**src/rtl/sample_feeder_pkg.sv**
```systemverilog
// Shared types and helpers for the sample stream feeder.
//   feeder_state_t : IDLE / STREAM / DONE controller states
//   ceil_div       : integer ceiling division for elaboration-time sizing
package sample_feeder_pkg;

  typedef enum logic [1:0] {
    IDLE   = 2'd0,
    STREAM = 2'd1,
    DONE   = 2'd2
  } feeder_state_t;

  function automatic int ceil_div(input int a, input int b);
    return (a + b - 1) / b;
  endfunction

endpackage

```
**src/rtl/sample_stream_feeder_if.sv**
```systemverilog
// Bundle of the feeder's data, control and status signals.
//   master : the feeder itself (drives the beat stream and status)
//   slave  : the environment (sample store, controller, downstream sink)
// Control: samples, start, abort, num_passes, out_ready
// Stream : out_data, out_mask, out_valid, out_last, out_final
// Status : beat_idx, pass_idx, busy, done
interface sample_stream_feeder_if
  import sample_feeder_pkg::*;
#(
  parameter int NUM_SAMPLES = 8,
  parameter int SAMPLE_SIZE = 4,
  parameter int DATA_SIZE   = 4,
  parameter int LANES       = 2,
  parameter int PASS_W      = 4
);
  localparam int W         = SAMPLE_SIZE * DATA_SIZE;
  localparam int NUM_BEATS = ceil_div(NUM_SAMPLES, LANES);
  localparam int BEAT_W    = $clog2(NUM_BEATS) + 1;

  logic [NUM_SAMPLES*W-1:0] samples;
  logic                     start;
  logic                     abort;
  logic [PASS_W-1:0]        num_passes;
  logic [LANES*W-1:0]       out_data;
  logic [LANES-1:0]         out_mask;
  logic                     out_valid;
  logic                     out_ready;
  logic                     out_last;
  logic                     out_final;
  logic [BEAT_W-1:0]        beat_idx;
  logic [PASS_W-1:0]        pass_idx;
  logic                     busy;
  logic                     done;

  modport master (
    input  samples, start, abort, num_passes, out_ready,
    output out_data, out_mask, out_valid, out_last, out_final,
           beat_idx, pass_idx, busy, done
  );

  modport slave (
    output samples, start, abort, num_passes, out_ready,
    input  out_data, out_mask, out_valid, out_last, out_final,
           beat_idx, pass_idx, busy, done
  );

endinterface

```
**src/rtl/sample_stream_fsm.sv**
```systemverilog
// Stream controller: IDLE/STREAM/DONE state machine plus the beat and pass
// counters it steps.
//   clk, rst_n    : clock, async active-low reset
//   start_i       : request a new stream (honoured only in IDLE)
//   abort_i       : terminate the running stream
//   handshake_i   : current beat transferred this cycle
//   lastBeat_i    : current beat is the last beat of a pass
//   finalPass_i   : current pass is the last one (never with endless passes)
//   state_o       : current controller state
//   startAccept_o : start accepted this cycle (latch pass count, clear counters)
//   beatIdx_o     : beat index within the pass
//   passIdx_o     : pass index
module sample_stream_fsm
  import sample_feeder_pkg::*;
#(
  parameter int BEAT_W = 3,
  parameter int PASS_W = 4
) (
  input  logic              clk,
  input  logic              rst_n,
  input  logic              start_i,
  input  logic              abort_i,
  input  logic              handshake_i,
  input  logic              lastBeat_i,
  input  logic              finalPass_i,
  output feeder_state_t     state_o,
  output logic              startAccept_o,
  output logic [BEAT_W-1:0] beatIdx_o,
  output logic [PASS_W-1:0] passIdx_o
);

  feeder_state_t     state_q, state_d;
  logic [BEAT_W-1:0] beatIdx_q;
  logic [PASS_W-1:0] passIdx_q;
  logic              beatInc, beatClr, passInc;

  always_ff @(posedge clk or negedge rst_n) begin
    if (!rst_n) state_q <= IDLE;
    else        state_q <= state_d;
  end

  // Abort outranks a simultaneous handshake: the beat still counts as sent,
  // but the stream stops there.
  always_comb begin
    state_d = state_q;
    unique case (state_q)
      IDLE:    if (start_i && !abort_i) state_d = STREAM;
      STREAM: begin
        if (abort_i)                                        state_d = IDLE;
        else if (handshake_i && lastBeat_i && finalPass_i) state_d = DONE;
      end
      DONE:    state_d = IDLE;
      default: state_d = IDLE;
    endcase
  end

  // A last-beat handshake with passes remaining rewinds the beat counter and
  // advances the pass counter in the same cycle, so there is no bubble.
  always_comb begin
    startAccept_o = (state_q == IDLE) && start_i && !abort_i;
    beatInc       = 1'b0;
    passInc       = 1'b0;
    if (state_q == STREAM && !abort_i && handshake_i) begin
      if (!lastBeat_i)       beatInc = 1'b1;
      else if (!finalPass_i) passInc = 1'b1;
    end
    beatClr = startAccept_o || passInc;
  end

  // The pass counter wraps naturally in endless mode.
  always_ff @(posedge clk or negedge rst_n) begin
    if (!rst_n) begin
      beatIdx_q <= '0;
      passIdx_q <= '0;
    end else begin
      if (beatClr)      beatIdx_q <= '0;
      else if (beatInc) beatIdx_q <= beatIdx_q + 1'b1;
      if (startAccept_o) passIdx_q <= '0;
      else if (passInc)  passIdx_q <= passIdx_q + 1'b1;
    end
  end

  assign state_o   = state_q;
  assign beatIdx_o = beatIdx_q;
  assign passIdx_o = passIdx_q;

endmodule

```
**src/rtl/sample_stream_feeder.sv**
```systemverilog
// Streams a flat bus of NUM_SAMPLES samples as beats of LANES samples with a
// valid/ready handshake, optionally repeating for several passes.
//   clk, rst_n : clock, async active-low reset
//   bus        : sample_stream_feeder_if master port (samples/control in,
//                beat stream and status out)
module sample_stream_feeder
  import sample_feeder_pkg::*;
#(
  parameter int NUM_SAMPLES = 8,
  parameter int SAMPLE_SIZE = 4,
  parameter int DATA_SIZE   = 4,
  parameter int LANES       = 2,
  parameter int PASS_W      = 4
) (
  input  logic                  clk,
  input  logic                  rst_n,
  sample_stream_feeder_if.master bus
);

  localparam int W         = SAMPLE_SIZE * DATA_SIZE;
  localparam int NUM_BEATS = ceil_div(NUM_SAMPLES, LANES);
  localparam int BEAT_W    = $clog2(NUM_BEATS) + 1;
  localparam int PAD_W     = NUM_BEATS * LANES * W;

  feeder_state_t     state;
  logic              startAccept;
  logic [BEAT_W-1:0] beatIdx;
  logic [PASS_W-1:0] passIdx;
  logic [PASS_W-1:0] passes_q, passes_d;
  logic              streaming, handshake, lastBeat, finalPass;
  logic [PAD_W-1:0]  paddedSamples;
  wire  [LANES*W-1:0] laneData;
  wire  [LANES-1:0]   laneMask;

  assign streaming = (state == STREAM);
  assign handshake = streaming && bus.out_ready;
  assign lastBeat  = (beatIdx == BEAT_W'(NUM_BEATS - 1));
  // A pass count of zero means "repeat until abort", so it is never final.
  assign finalPass = (passes_q != '0) &&
                     ((PASS_W+1)'(passIdx) + (PASS_W+1)'(1) == (PASS_W+1)'(passes_q));

  always_comb begin
    passes_d = passes_q;
    if (startAccept) passes_d = bus.num_passes;
  end

  always_ff @(posedge clk or negedge rst_n) begin
    if (!rst_n) passes_q <= '0;
    else        passes_q <= passes_d;
  end

  sample_stream_fsm #(
    .BEAT_W(BEAT_W),
    .PASS_W(PASS_W)
  ) u_fsm (
    .clk          (clk),
    .rst_n        (rst_n),
    .start_i      (bus.start),
    .abort_i      (bus.abort),
    .handshake_i  (handshake),
    .lastBeat_i   (lastBeat),
    .finalPass_i  (finalPass),
    .state_o      (state),
    .startAccept_o(startAccept),
    .beatIdx_o    (beatIdx),
    .passIdx_o    (passIdx)
  );

  // Zero-extending the bus to a whole number of beats keeps every lane
  // select in range; lanes past the end read zeros.
  assign paddedSamples = PAD_W'(bus.samples);

  for (genvar k = 0; k < LANES; k++) begin : g_lane
    logic [W-1:0] data;
    logic         real_sample;

    always_comb begin
      data        = '0;
      real_sample = 1'b0;
      for (int b = 0; b < NUM_BEATS; b++) begin
        if (beatIdx == BEAT_W'(b)) begin
          data        = paddedSamples[(b*LANES+k)*W +: W];
          real_sample = (b * LANES + k) < NUM_SAMPLES;
        end
      end
    end

    assign laneData[k*W +: W] = data;
    assign laneMask[k]        = real_sample;
  end

  assign bus.out_data  = laneData;
  assign bus.out_mask  = laneMask;
  assign bus.out_valid = streaming;
  assign bus.out_last  = streaming && lastBeat;
  assign bus.out_final = streaming && lastBeat && finalPass;
  assign bus.beat_idx  = beatIdx;
  assign bus.pass_idx  = passIdx;
  assign bus.busy      = (state != IDLE);
  assign bus.done      = (state == DONE);

endmodule
```
**src/flat_wrapper.sv**
```systemverilog
// flat-port wrapper written by rule: the top's interface ports become plain ports
module sample_stream_feeder_flat import sample_feeder_pkg::*;
#(
  parameter int NUM_SAMPLES = 8,
  parameter int SAMPLE_SIZE = 4,
  parameter int DATA_SIZE   = 4,
  parameter int LANES       = 2,
  parameter int PASS_W      = 4
)
  (clk, rst_n, bus_samples, bus_start, bus_abort, bus_num_passes, bus_out_ready, bus_out_data, bus_out_mask, bus_out_valid, bus_out_last, bus_out_final, bus_beat_idx, bus_pass_idx, bus_busy, bus_done);
  sample_stream_feeder_if #(.NUM_SAMPLES(NUM_SAMPLES), .SAMPLE_SIZE(SAMPLE_SIZE), .DATA_SIZE(DATA_SIZE), .LANES(LANES), .PASS_W(PASS_W)) bus_i ();
  input  logic clk;
  input  logic rst_n;
  input wire logic [$bits(bus_i.samples)-1:0] bus_samples;
  input wire logic [$bits(bus_i.start)-1:0] bus_start;
  input wire logic [$bits(bus_i.abort)-1:0] bus_abort;
  input wire logic [$bits(bus_i.num_passes)-1:0] bus_num_passes;
  input wire logic [$bits(bus_i.out_ready)-1:0] bus_out_ready;
  output wire logic [$bits(bus_i.out_data)-1:0] bus_out_data;
  output wire logic [$bits(bus_i.out_mask)-1:0] bus_out_mask;
  output wire logic [$bits(bus_i.out_valid)-1:0] bus_out_valid;
  output wire logic [$bits(bus_i.out_last)-1:0] bus_out_last;
  output wire logic [$bits(bus_i.out_final)-1:0] bus_out_final;
  output wire logic [$bits(bus_i.beat_idx)-1:0] bus_beat_idx;
  output wire logic [$bits(bus_i.pass_idx)-1:0] bus_pass_idx;
  output wire logic [$bits(bus_i.busy)-1:0] bus_busy;
  output wire logic [$bits(bus_i.done)-1:0] bus_done;
  assign bus_i.samples = bus_samples;
  assign bus_i.start = bus_start;
  assign bus_i.abort = bus_abort;
  assign bus_i.num_passes = bus_num_passes;
  assign bus_i.out_ready = bus_out_ready;
  assign bus_out_data = bus_i.out_data;
  assign bus_out_mask = bus_i.out_mask;
  assign bus_out_valid = bus_i.out_valid;
  assign bus_out_last = bus_i.out_last;
  assign bus_out_final = bus_i.out_final;
  assign bus_beat_idx = bus_i.beat_idx;
  assign bus_pass_idx = bus_i.pass_idx;
  assign bus_busy = bus_i.busy;
  assign bus_done = bus_i.done;
  sample_stream_feeder #(.NUM_SAMPLES(NUM_SAMPLES), .SAMPLE_SIZE(SAMPLE_SIZE), .DATA_SIZE(DATA_SIZE), .LANES(LANES), .PASS_W(PASS_W)) u_core (.clk(clk), .rst_n(rst_n), .bus(bus_i));
endmodule
```
**config.mk**
```make
export PLATFORM = sky130hd
export DESIGN_NAME = sample_stream_feeder_flat
export DESIGN_NICKNAME = d
export VERILOG_FILES = /design/src/rtl/sample_feeder_pkg.sv /design/src/rtl/sample_stream_feeder_if.sv /design/src/rtl/sample_stream_fsm.sv /design/src/rtl/sample_stream_feeder.sv /design/src/flat_wrapper.sv
export SDC_FILE = /design/constraint.sdc
export NUM_CORES = 1
export LEC_CHECK = 0
export CAP_MARGIN = 5
export CORE_UTILIZATION = 25
export CTS_CLUSTER_SIZE = 25
export DETAILED_ROUTE_END_ITERATION = 7
export PLACE_DENSITY = 0.85
export SYNTH_ARGS = -nofsm -noshare
export SYNTH_HDL_FRONTEND = slang
export SYNTH_SLANG_ARGS = --single-unit
```
**constraint.sdc**
```tcl
create_clock -name clk -period 2.1 [get_ports clk]
set_clock_uncertainty 0.05 [all_clocks]
set_input_delay 0.42 -clock clk [delete_from_list [all_inputs] [get_ports clk]]
set_output_delay 0.42 -clock clk [all_outputs]
set_load 0.02 [all_outputs]
```
[After elaboration in Yosys (flattened, before gate mapping)]
Index checks and enable logic that the tools add are counted.
Widths: inputs -> output; s select.
Cells by class
  $add $sub $neg: 3
  eq/ne operators: 8
  multiplexer cells: 25
  reduce and logical (&&, ||, !) cells: 20
Operators by type and width (count)
  $mux 16: 8
  $logic_and 1x1->1: 11
  $mux 1: 9
  $mux 4: 2
  $eq 3x2->1 const B: 2
  $mux 2: 3
  $mux 3: 2
  $reduce_bool 2->1: 3
  $add 4x1->5 const B: 1
  $eq 5x4->1: 1
  $add 4x1->4 const B: 1
  $pmux 2 s2: 1
  $reduce_bool 4->1: 1
  $add 3x1->3 const B: 1
  $eq 3x1->1 const B: 1
  $logic_not 3->1: 1
  $ne 3x3->1 const B: 1
  $eq 2x1->1 const B: 1
  $eq 2x2->1 const B: 1
  $logic_not 2->1: 1
  $ne 2x2->1 const B: 1
  $reduce_and 2->1: 1
  $logic_not 1->1: 1
  $logic_or 1x1->1: 1
Storage, ports and cells
  flip-flop bits (word level): 13
  output and inout bits: 46

[Logic depth before layout (Yosys ltp)]
Gate-level depths: netlist of run 1.
  word-level depth: 8
  mapped depth: 7

[By module]
From an unflattened synthesis of run 1, not the netlist that was laid out.
Unflattened totals
  cells, all modules: 152
  area, all modules: 1824.2 um^2
By module, submodules not included
  sample_stream_feeder: times used 1, cells an instance 106, area an instance 1347.5 um^2, sequential area each 100.1 um^2
  sample_stream_fsm: times used 1, cells an instance 46, area an instance 476.7 um^2, sequential area each 225.2 um^2

[Least setup slack after synthesis of run 1]
OpenSTA, ideal clock, no wires.
  kind: register to output
  from: reg u_core.u_fsm.passIdx_q[0], in the netlist u_core.u_fsm.passIdx_o[0]
  to: out bus_out_final
  arrival: 2.145 ns
  data required time: 1.630 ns
  path slack: -0.515 ns
  cell stages (with the launch flop): 6
  path buffers: 0
  cells stage by stage: dfrtp_1 ha_1 xor2_1 a311o_1 or2_2 nor3b_1
On the way
  cells in the longest elaborated chain, start to end: 4
RTL lines
  start: declaration: RTL line sample_stream_fsm.sv:34  | logic [PASS_W-1:0] passIdx_q;
  start signal: assignment: RTL line sample_stream_fsm.sv:79  | else if (passInc) passIdx_q <= passIdx_q + 1'b1;
  $add 4x1->5: RTL line sample_stream_feeder.sv:40  | ((PASS_W+1)'(passIdx) + (PASS_W+1)'(1) == (PASS_W+1)'(passes_q));
  $eq 5x4->1: RTL line sample_stream_feeder.sv:40
  $logic_and 1x1->1: RTL line sample_stream_feeder.sv:39  | assign finalPass = (passes_q != '0) &&
  $logic_and 1x1->1: RTL line sample_stream_feeder.sv:96  | assign bus.out_final = streaming && lastBeat && finalPass;
  end: declaration: RTL line flat_wrapper.sv:23  | output wire logic [$bits(bus_i.out_final)-1:0] bus_out_final;
No other way between the ends.

[Worst setup path after layout of run 1]
  from: reg u_core.u_fsm.beatIdx_q[0], in the netlist u_core.u_fsm.beatIdx_o[0]
  to: out bus_out_data[12]
On the way
  cells in the longest elaborated chain, start to end: 5
  elaborated cells between the ends (all ways): 8
RTL lines
  start: declaration: RTL line sample_stream_fsm.sv:33  | logic [BEAT_W-1:0] beatIdx_q;
  start signal: assignment: RTL line sample_stream_fsm.sv:77  | else if (beatInc) beatIdx_q <= beatIdx_q + 1'b1;
  $logic_not 3->1: RTL line sample_stream_feeder.sv:81  | if (beatIdx == BEAT_W'(b)) begin
  $mux 16 (3 in a row): RTL line sample_stream_feeder.sv:81
  $mux 16 *: RTL line sample_stream_feeder.sv:81
  end: declaration: RTL line flat_wrapper.sv:19  | output wire logic [$bits(bus_i.out_data)-1:0] bus_out_data;
Every way passes the cells marked *; elsewhere a longest branch is shown, timed or not.

==> run metrics, run 1 <==
ANT nets after route=0; Final GP Congestion=0.8422; Die X=80.46 µm; Post-Place Cells=486; Synth Instances=207; power per standard cell area=1093 mW/mm²; CTS tree=yes; diode count=0; Final Power=5.682 mW; Hold WC Path Type=flop to flop; CTS sink cnt=13; FMAX=402.3 MHz; clk root buf=clkbuf_8; Layout Nets=585; grt ovf=0; area after detailed placement=0.004080 mm²; final setup violation count=43; site row count=28; via count=2917; share of layout cells above drive strength 1=0.5193; maximum level of the CTS H-tree=1; outcome=complete, but fails checks; PortBufs=182; max cap viols=0; Worst Setup Start Kind=flop; Tmin final=2.486 ns; Syn-to-layout area delta=237.9%; clock latency on the worst-skew pair=0.24 ns; Starting Density=0.2599; clock buffer depth=2; Final WS setup=-0.3858 ns; Req. time, crit path=1.63 ns; critical path peak fanout=5; most frequent cells in the layout=clkdlybuf4s50_1 (145), buf_4 (42), buf_6 (35), nor2_2 (32), a221oi_4 (22); period utilisation layout=1.184; Rel. slew slack=0.6090; design area=0.005200 mm²; placeable core area=0.005921 mm²; final hold vios=0; Max Slew Vio Count=0; largest net degree at the start of global routing=23; VDD IR max=0.8256 mV; DRC=0; Synth Register Bits=13; Setup crit end kind=output port; total wire length=12.69 mm; Worst-path clk slew=0.05 ns; Place WS=-0.5466 ns; post-synthesis sequential area ratio=0.2114; net count after synthesis=350; critical path class=flop to output port; filler-free cell count of the finished design=516; DIE HEIGHT=80.46 µm; Worst-Margin Slew=0.5847 ns; Via density=5.653; initial antenna violation count=0; routed len/inst=24.58 µm; Syn Area/Cell=7.435 µm²; Boundary Pins=183; vias in the first global route=2844; violated checks=negative setup slack; unrepaired setup endpoints after global routing=yes; number of synthesis warnings=0; first-pass iteration count of the detailed router=4; area of the die=0.006474 mm²; most common cell after layout, fill and taps aside=clkdlybuf4s50_1; Yosys cell types=34; Pleak=1.993 nW; first-pass GRT wire length=15.06 mm; Syn Std Cell Area=0.001539 mm²; crit path DAT=2.02 ns; overall global routing resource usage=0.3135; Initial DRC Count=116; TritonCTS Buffers=3; DP HPWL=6.899 mm
## state kept, by name (all words and copies together) (netlist names)
register	flops
u_core.u_fsm.passIdx_o	4
u_core.u_fsm.state_o	2
u_core.passes_q	4
u_core.u_fsm.beatIdx_o	3
## critical path, cell delays in order, from the launching register on
cell and delay [ns]:
dfrtp_2 0.45, ha_4 0.18, ha_4 0.16, buf_6 0.12, clkinv_4 0.05, nand3_4 0.17
clkbuf_16 0.23, o22ai_1 0.19, nor2_2 0.08, buf_6 0.13
## area by class of cell
type                            count  area (µm²)
Clock buffer                        4       45.04
Fill cell                         253       720.7
Inverter                            8       35.03
Multi-Input combinational cell    167        2007
Sequential cell                    13       332.8
Tap cell                           75       93.84
Timing Repair Buffer              249        2686
## final timing paths
| kind | from | to | slack, ns | cells past startpoint |
|---|---|---|---|---|
| min in group asynchronous | rst_n | u_core.passes_q[2] | 0.50 | 1 |
| max | u_core.u_fsm.beatIdx_o[0] | bus_out_data[12] | -0.39 | 9 |
| max reg2reg | u_core.u_fsm.passIdx_o[0] | u_core.u_fsm.passIdx_o[2] | -0.18 | 7 |
| min reg2reg | u_core.passes_q[3] | u_core.passes_q[3] | 0.46 | 2 |
| min | u_core.passes_q[3] | u_core.passes_q[3] | 0.46 | 2 |
| max in group asynchronous | rst_n | u_core.u_fsm.passIdx_o[3] | 1.08 | 1 |
## cell usage after synthesis
| library cell | number | area [µm²] |
|---|---|---|
| nor2_1 | 39 | 146.4 |
| a221oi_1 | 32 | 280.3 |
| o22ai_1 | 32 | 200.2 |
| clkbuf_1 | 17 | 63.81 |
| nand2_1 | 15 | 56.30 |
| dfrtp_1 | 13 | 325.3 |
| inv_1 | 7 | 26.28 |
| ha_1 | 6 | 75.07 |
| mux2i_1 | 4 | 40.04 |
| nand3_1 | 3 | 15.01 |
| nor2b_1 | 3 | 18.77 |
| nor3b_1 | 3 | 22.52 |
| xnor2_1 | 3 | 26.28 |
| a21oi_1 | 2 | 10.01 |
| buf_4 | 2 | 15.01 |
| nand2b_1 | 2 | 12.51 |
| nor3_1 | 2 | 10.01 |
| o2111ai_1 | 2 | 17.52 |
| o221ai_2 | 2 | 30.03 |
| or2_2 | 2 | 12.51 |
| or2b_1 | 2 | 15.01 |
| or3b_2 | 2 | 17.52 |
| a21o_1 | 1 | 7.510 |
| a311o_1 | 1 | 10.01 |
| and2_1 | 1 | 6.260 |
| and3_1 | 1 | 6.260 |
| clkinv_1 | 1 | 3.750 |
| o21a_1 | 1 | 7.510 |
| o21ai_0 | 1 | 5.000 |
| o21ai_4 | 1 | 16.27 |
| o21ba_4 | 1 | 16.27 |
| or3_1 | 1 | 6.260 |
| or3b_1 | 1 | 8.760 |
| xor2_1 | 1 | 8.760 |
## cell families (layout without fill, tap and decap cells)
family / Yosys count / after routing / synth area share
buf+inv: 27 / 261 / 0.07073
compound gates: 76 / 76 / 0.3903
xor+xnor: 4 / 4 / 0.02277
simple gates: 77 / 77 / 0.2301
flops: 13 / 13 / 0.2114
fa+ha+maj: 6 / 6 / 0.04878
mux: 4 / 4 / 0.02602
## routing by layer
metal	up-vias	wire [µm]	part of all wire	GRT usage
met3	77	1146	0.090	0.07841
met4	0	913	0.072	0.1857
li1	1279	-	-	-
met2	202	6609	0.52	0.5924
met5	-	0	0	0
met1	1359	4015	0.32	0.3024
## power breakdown
part,switching [mW],internal (mW)
registers,0.0365,0.283
clock network,0.0865,0.134
logic,2.45,2.69
total,2.57,3.11
## stage by stage
stage	hold WS, ns	setup TNS (ns)	utilization
after floorplan	0.07441	-0.08808	-
after global placement	0.4419	-12.81	0.6891
after detailed placement	0.4461	-14.45	0.6891
after CTS	0.4591	-10.16	0.8047
after global routing	0.5092	-13.73	0.8783
final	0.4560	-11.99	0.8783
## what timing repair did
| action | in CTS | in global routing |
|---|---|---|
| pin swaps | 29 | 28 |
| setup buffers | 9 | 7 |
| hold buffers | 0 | 0 |
| endpoints found under the setup margin | 44 | 47 |
| resized for setup | 260 | 42 |
| gates cloned | 6 | 6 |
(Power assumes the default switching activity.)
==> inputs of run 2 (changes only) <==
--- a/config.mk
+++ b/config.mk
@@ -5,11 +5,13 @@
 export SDC_FILE = /design/constraint.sdc
 export NUM_CORES = 1
 export LEC_CHECK = 0
+export ABC_AREA = 1
 export CAP_MARGIN = 5
-export CORE_UTILIZATION = 25
+export CORE_ASPECT_RATIO = 0.9
+export CORE_UTILIZATION = 27
 export CTS_CLUSTER_SIZE = 25
 export DETAILED_ROUTE_END_ITERATION = 7
-export PLACE_DENSITY = 0.85
+export PLACE_DENSITY = 0.84
 export SYNTH_ARGS = -nofsm -noshare
 export SYNTH_HDL_FRONTEND = slang
 export SYNTH_SLANG_ARGS = --single-unit
==> run 2 against run 1 <==
  * The run still ends with negative setup slack left
  * Via count grew 11%
  * Sequential cell count unchanged
  * Clock-buffer cell count stayed put
  * Sequential power is 3% lower
  * Utilization fell by 13 points
  * Global-route usage down 5.9 points
  * Largest cell class unchanged
==> run metrics, run 2 <==
Yosys cell types=27 (-21%); Synth Area in Compound Gates=0.2751 (-0.1151); Max Slew Vio Count=0 (unchanged); top-count cell post-synth=nand2_1; Syn Area/Cell=5.674 µm² (-24%); total wire length=11.03 mm (-13%); Reg2Reg Setup Slack=-0.17 ns (about the same); most frequent cells in the layout=clkdlybuf4s50_1 (145), nand2_1 (107), buf_6 (40), buf_4 (36), a21oi_2 (35); area share of fa/ha/maj cells after synthesis=0.04046 (-0.008322); Final Util=0.7455 (-0.1328); outcome=complete, but fails checks; Tmin final=2.532 ns (+0.04652 ns); Synth Area in Simple Gates=0.3891 (+0.1590); TritonCTS Buffers=3 (unchanged); grt ovf=0 (unchanged); violated checks=negative setup slack; WL met3=830 µm (-28%); Worst R2R End=u_core.u_fsm.passIdx_o[0]; CTS sink cnt=13 (unchanged); number of synthesis warnings=0 (unchanged); Via density=5.058 (-11%); Worst Setup Start Kind=flop; routed len/inst=17.23 µm (-30%); most common cell after layout, fill and taps aside=clkdlybuf4s50_1; Net Sw Frac=0.4552 (+0.002732); final hold vios=0 (unchanged); VDD IR max=0.5949 mV (-28%); Hold WC Path Type=input pin to asynchronous set/reset pin; Final WS setup=-0.4324 ns (-0.04652 ns); diode count=0 (unchanged); vias in the first global route=3025 (+6.4%); Area contributors post-synth=nand2_1 (23%), a21oi_1 (18%), dfrtp_1 (18%); CTS tree=yes; first-pass iteration count of the detailed router=4 (unchanged); initial antenna violation count=0 (unchanged); final hold slack=0.5034 ns (+0.04748 ns); leading area contributor after synthesis=nand2_1; Die X=89.39 µm (+11%); area of the die=0.007208 mm² (+11%); Top Metal Used=met4; period utilisation layout=1.206 (+0.02215); critical path peak fanout=6 (+1); Sw Pwr=2.125 mW (-17%); via count=3237 (+11%); Clk pwr share=0.050 (+0.011); design area=0.004936 mm² (-5.1%); Post-Place Cells=602 (+24%); part of the power in registers=0.066 (+0.010); overall global routing resource usage=0.2541 (-0.05938); share of synthesized flip-flops with an asynchronous set or reset=1.000 (unchanged); Final Power=4.667 mW (-18%); max cap viols=0 (unchanged); crit path DAT=2.06 ns (+0.04 ns); post-synthesis sequential area ratio=0.1753 (-0.03606); DRC=0 (unchanged); final setup violation count=44 (+2.3%); Multi-input gate area=0.001745 mm² (-13%); combinational power share=0.884 (-0.021); PortBufs=182 (unchanged); Worst-path clk slew=0.06 ns (about the same); Final GP Congestion=0.8874 (+5.4%); kind of cell adding the most delay to the critical path=buffers and inverters; combinational family with the most area after synthesis=simple AND/OR/NAND/NOR gates; FMAX=394.9 MHz (-1.8%); critical path class=flop to output port; Crit Reg-Reg Startpoint=u_core.u_fsm.beatIdx_o[0]; critical-path cell list=inv_4, buf_6, ha_4, inv_2, nor2_4, buf_12, buf_16, buf_12, a21oi_4, o21ai_2, buf_6; placeable core area=0.006621 mm² (+12%); Synth Instances=327 (+58%); # fillers=466 (+84%); net count after synthesis=470 (+34%); largest net degree at the start of global routing=28 (+22%); clock buffer depth=2 (unchanged); Layout Nets=694 (+19%); Initial DRC Count=99 (-15%); met1 wire length=4.120 mm (+2.6%); Synth Register Bits=13 (unchanged); DIE HEIGHT=80.65 µm (+0.23%); metal2 WL=5.782 mm (-13%); Req. time, crit path=1.63 ns (about the same); first-pass GRT wire length=13.94 mm (-7.4%); mux cell area share after synthesis=0.006069 (-0.01995); Syn Std Cell Area=0.001856 mm² (+21%); power per standard cell area=945.6 mW/mm² (-13%); Pleak=2.017 nW (+1.2%); EDFF count, synth=0 (unchanged); ANT nets after route=0 (unchanged); unrepaired setup endpoints after global routing=yes; DP HPWL=6.657 mm (-3.5%); Starting Density=0.2802 (+0.02030); Synth Area in XOR/XNOR=0.009440 (-0.01332); CP Buf/Inv Count=7 (+3); top cells by count, synth=nand2_1 (114), a21oi_1 (68), o21ai_1 (32), inv_1 (16), nand3_1 (14); Synth top area share=0.2306 (+0.01923); Setup crit end kind=output port; Int Pwr=2.543 mW (-18%); Worst-Margin Slew=0.6127 ns (+0.02801 ns); slowest stage cell, crit path=dfrtp_2; filler-free cell count of the finished design=640 (+24%); Rel. slew slack=0.5902 (-0.01873); Syn-to-layout area delta=166.0%; clk root buf=clkbuf_8; share of layout cells above drive strength 1=0.3836 (-0.1356); ys flop type=dfrtp_1; register area=326.6 µm² (-1.9%); clock latency on the worst-skew pair=0.25 ns (about the same); maximum level of the CTS H-tree=1 (unchanged); Boundary Pins=183 (unchanged); site row count=28 (unchanged); reg2reg path depth=12 (+5); area after detailed placement=0.004093 mm² (+0.31%); CP max stage delay=0.44 ns (about the same)
[run 2: through the flow]
stage	setup WS, ns	setup TNS, ns
detailed placement	-0.5078	-14.79
CTS	-0.3779	-9.385
global route	-0.4812	-15.39
global placement	-0.4327	-12.70
finish	-0.4324	-12.18
floorplan	-0.02353	-0.04705
[run 2: worst max-delay path by stage]
stage / to / depth (start not counted) / slack (ns) / from
after floorplan: bus_out_data[15] / 6 / -0.02 / u_core.u_fsm.beatIdx_o[1]
after global placement: bus_out_data[11] / 10 / -0.43 / u_core.u_fsm.beatIdx_o[0]
after detailed placement: bus_out_data[11] / 10 / -0.51 / u_core.u_fsm.beatIdx_o[0]
after CTS: bus_out_data[27] / 12 / -0.38 / u_core.u_fsm.beatIdx_o[0]
after global routing: bus_out_data[14] / 11 / -0.48 / u_core.u_fsm.beatIdx_o[0]
final: bus_out_data[14] / 11 / -0.43 / u_core.u_fsm.beatIdx_o[0]
[run 2: power by group through the flow]
| stage | Sequential (mW) | Clock (mW) | Combinational (mW) |
|---|---|---|---|
| detailed placement | 0.308 | 0 | 2.96 |
| finish | 0.310 | 0.233 | 4.12 |
| floorplan | 0.320 | 0 | 1.63 |
| CTS | 0.304 | 0.238 | 3.70 |
| global route | 0.311 | 0.250 | 4.36 |
| global placement | 0.306 | 0 | 2.91 |
[run 2: worst reg2reg max path, delay by kind of cell (launching register included)]
| kind | cells | cell delay [ns] |
|---|---|---|
| fa+ha+maj | 2 | 0.39 |
| simple gates | 3 | 0.50 |
| buf+inv | 7 | 0.86 |
| flops | 1 | 0.41 |
[run 2: what timing repair did]
action | CTS | global route
setup endpoints to repair | 36 | 42
setup buffers | 18 | 7
gates cloned | 6 | 4
gates resized for setup | 243 | 55
hold buffers | 0 | 0
pin swaps | 16 | 32
[run 2: layout make-up]
type / instances / share of cell area
Sequential cell: 13 / 0.06616
Clock buffer: 4 / 0.009125
Timing Repair Buffer: 242 / 0.5313
Tap cell: 90 / 0.02281
Inverter: 21 / 0.01698
Multi-Input combinational cell: 270 / 0.3536
[run 2: kinds of logic after synthesis]
family,after synthesis
AND/OR/NAND/NOR,159
AO/OA/AOI/OAI,102
buffers and inverters,44
flip-flops,13
adder cells (fa/ha/maj),6
XOR/XNOR,2
multiplexers,1
[run 2: layer usage]
layer / up-vias / track usage
met2: 151 / 0.4985
met3: 27 / 0.05139
met5: - / 0
met4: 0 / 0.08571
met1: 1520 / 0.2627
li1: 1539 / -
